`config.mk`:
```
export PLATFORM = sky130hd
export DESIGN_NAME = programmable_sequence_detector
export DESIGN_NICKNAME = d
export VERILOG_FILES = /design/src/rtl/programmable_sequence_detector.sv
export SDC_FILE = /design/constraint.sdc
export NUM_CORES = 1
export LEC_CHECK = 0
export CAP_MARGIN = 20
export CORE_AREA = 2 2 39 41
export DETAILED_ROUTE_END_ITERATION = 8
export DIE_AREA = 0 0 41 43
export PLACE_DENSITY = 0.64
export REMOVE_ABC_BUFFERS = 1
export SLEW_MARGIN = 30
export SYNTH_ARGS = -nofsm -noshare
export SYNTH_HDL_FRONTEND = slang
export SYNTH_SLANG_ARGS = --single-unit
```
`constraint.sdc`:
```
create_clock -name clk -period 0.9 [get_ports clk]
set_input_delay 0.09 -clock clk [delete_from_list [all_inputs] [get_ports clk]]
set_output_delay 0.09 -clock clk [all_outputs]
set_load 0.01 [all_outputs]
```
`src/rtl/programmable_sequence_detector.sv`:
```
// Serial bit-stream detector: flags every position where the last LEN bits
// equal a target pattern captured once on the first edge after reset.
module programmable_sequence_detector #(
  parameter int unsigned LEN = 5
) (
  input  logic           clk,
  input  logic           reset,
  input  logic [LEN-1:0] init,
  input  logic           din,
  output logic           seen
);

  localparam int unsigned CNT_W = $clog2(LEN + 1);

  typedef enum logic {
    ST_LOAD,
    ST_RUN
  } state_t;

  state_t             state;
  state_t             state_nxt;
  logic [LEN-1:0]     target;
  logic [LEN-1:0]     shift;
  logic [CNT_W-1:0]   count;

  always_ff @(posedge clk) begin
    if (reset) begin
      state <= ST_LOAD;
    end else begin
      state <= state_nxt;
    end
  end

  always_comb begin
    state_nxt = state;
    case (state)
      ST_LOAD: state_nxt = ST_RUN;
      ST_RUN:  state_nxt = ST_RUN;
      default: state_nxt = ST_LOAD;
    endcase
  end

  // The first post-reset edge both captures the target and shifts in bit 1.
  always_ff @(posedge clk) begin
    if (reset) begin
      shift  <= '0;
      count  <= '0;
      target <= init;
    end else begin
      shift <= {shift[LEN-2:0], din};
      if (count != CNT_W'(LEN)) begin
        count <= count + CNT_W'(1);
      end
      if (state == ST_LOAD) begin
        target <= init;
      end
    end
  end

  // Count gate keeps a zero-filled register from matching an all-zero target early.
  always_comb begin
    seen = (count == CNT_W'(LEN)) && (shift == target);
  end

endmodule

```
==> qor.csv <==
stage;metric;value;unit
grt;gr ovfl total;0;
detailed_routing;Iteration-0 DRC Markers;2;
grt;initial antenna violation count;0;
detailed_routing;vias per inst;4.32;
grt;vias in the first global route;308;
critical_path;crit path capture type;output pin;
cts;clock root buffer master;clkbuf_4;
cells_and_area;Final Cell Area;741;sq um
timing;WHS;0.353;ns
cts;CTS Hold Buffers Added;0;
detailed_routing;WL/cell;10.4;microns
timing;Fmax;0.753;GHz
floorplanning;die area;1760;sq um
synth;flops & latches, synth;14;
synth;Cell Area, Synth;502;sq um
detailed_routing;final wirelength;770;microns
synth;mux cell area share after synthesis;0;%
critical_path;R2R Path Start;count[1];
synth;YS warnings;0;
synth;Compound-Gate Fraction of Synth Area;1.50;%
synth;cell taking the most area after synthesis;dfxtp_1;
floorplanning;Core Box Area;1380;sq um
timing;Slew headroom;86.7;%
detailed_routing;ANT nets after route;0;
timing;Tcrit/Tclk final;148;%
grt;first-pass GRT wire length;1.35;mm
floorplanning;row count;14;
detailed_routing;Via Count;320;
pwr;worst IR drop on VDD;992;uV
synth;share of synthesized registers carrying an async set or reset;0;%
floorplanning;Starting Density;36.3;%
synth;Synth top area share;35.9;%
placement;routability congestion estimate;0.646;
worst_hold_path;worst hold path class;input pin to register;
synth;Unique masters post-synth;13;
detailed_routing;Pre-Repair DR Iteration Count;4;
timing;pin slew with the least headroom to its limit;0.199;ns
synth;Synth Area per Inst;12.5;sq um
critical_path;crit path launch;target[1];
status;violated checks;setup timing;
detailed_routing;residual DRC count;0;
placement;dpl hpwl;510;microns
cts;clk buf depth;2;
synth;top cells by area, synth;dfxtp_1, edfxtp_1, xnor2_1, nor2b_1, ha_1;
critical_path;crit-path max FO;1;
synth;number of synthesized flops with an enable pin;5;
worst_hold_path;hold path startpoint;reset;
cells_and_area;ant diodes;0;
cells_and_area;fraction of layout cells with a size suffix above 1;39.7;%
pwr;power per cell area;1820;nW/um^2
pwr;leak pwr;0.000291;uW
grt;Total Routing Usage GR;12.3;%
floorplanning;Ports;9;
timing;unrepaired setup endpoints after global routing;yes;
timing;Fin. Hold Viols;0;
cts;H-tree level count;1;
cts;Sink Count;14;
cts;clock-pin slew on the worst setup and hold paths;0.08;ns
timing;Slew Viols, Final;0;
cells_and_area;NumNets Final;69;
synth;post-synthesis adder-cell area fraction;4.99;%
critical_path;CP Data Required Time;0.81;ns
critical_path;WS Path Type;register to output pin;
job;max cap viols;0;
critical_path;CP arrival;1.24;ns
synth;Simple-Gate Fraction of Synth Area;15.7;%
timing;Setup WS post-layout;-0.428;ns
critical_path;crit start category;register;
floorplanning;die height;43;microns
timing;Setup Skew;0.000811;ns
synth;main combinational cell family by area after synthesis;simple AND/OR/NAND/NOR gates;
synth;predominant post-synthesis flop cell;dfxtp_1;
cts;CTS tree;built;
timing;Final min period;1.33;ns
floorplanning;die width;41;microns
timing;Setup-failing EPs final;3;
cts;worst skew pair latency;0.27;ns
synth;Mapped Cells;40;
grt;largest net degree at the start of global routing;9;
placement;Post-DP Area;639;sq um
placement;port bufs;8;
status;run status;finished with violations;
cts;CTS Buf Count;3;
synth;synth cell count leaders;dfxtp_1, edfxtp_1, nor2b_1, xnor2_1, nor2_1;
synth;Synth Area in XOR/XNOR;10.5;%
cells_and_area;Layout Area Growth over Synthesis;47.6;%
synth;Seq/Total Area, Yosys;65.8;%
synth;top-count cell post-synth;dfxtp_1;
cells by family after synthesis:
logic type,count (synthesis)
XOR/XNOR,6
AO/OA/AOI/OAI,1
AND/OR/NAND/NOR,15
flip-flops,14
buffers and inverters,2
adder cells (fa/ha/maj),2
registers in the layout, indices dropped and copies added, names as in the netlist:
register / flops
target: 5
state: 1
count: 3
shift: 5
power by group:
group | leakage (uW) | internal, uW | total, uW | switching (uW)
clock network | 0.0000210 | 246 | 440 | 195
registers | 0.000126 | 699 | 723 | 24.6
logic | 0.000144 | 117 | 186 | 69.2
layer usage:
layer	part of all wire, %	global-route usage, %
met1	48	16.3
met2	49	16.3
met3	3.0	3.14
met4	0	10.0
met5	0	0
cell usage in the layout, fill, tap and decap left out, types with 3 or more instances in the layout:
master and n:
buf_4 4, xnor2_1 3, nor2_1 4, clkdlybuf4s50_1 7
edfxtp_1 5, nand2_2 3, clkbuf_4 3, nor2b_1 5
dfxtp_1 7
cell type report:
type	count	area, sq um
Inverter	2	7.51
Multi-Input combinational cell	24	216
Sequential cell	14	333
Clock buffer	4	36.3
Tap cell	16	20.0
Fill cell	122	643
Timing Repair Buffer	14	128
final timing paths:
kind,endpoint,slack (ns),depth (start not counted)
worst max-delay path,seen,-0.43,4
worst max register to register,count[0],-0.08,6
worst min register to register,shift[4],0.48,1
worst min-delay path,state,0.35,2
metrics by stage:
stage	TNS, ns	power [uW]	util (%)	worst slack [ns]	instances
floorplan	-0.205	786	-	-0.0849	40
CTS	-0.548	1350	52.6	-0.420	74
detailed placement	-2.15	861	46.2	-0.611	69
finish	-0.576	1350	53.5	-0.428	74
global placement	-2.13	859	46.2	-0.591	69
global route	-0.860	1410	53.5	-0.526	74
timing repair:
item | in CTS | in global routing
setup buffers | 2 | 0
pin swaps | 9 | 1
endpoints found under the setup margin | 4 | 9
gates resized for setup | 16 | 3
worst max-delay path, stage by stage, from the launching register on:
cell and delay, ns:
edfxtp_1 0.41, xnor2_2 0.15, nand4_1 0.11, nor3_2 0.14, buf_2 0.15
Note: power is estimated with default switching activity, not from simulation.
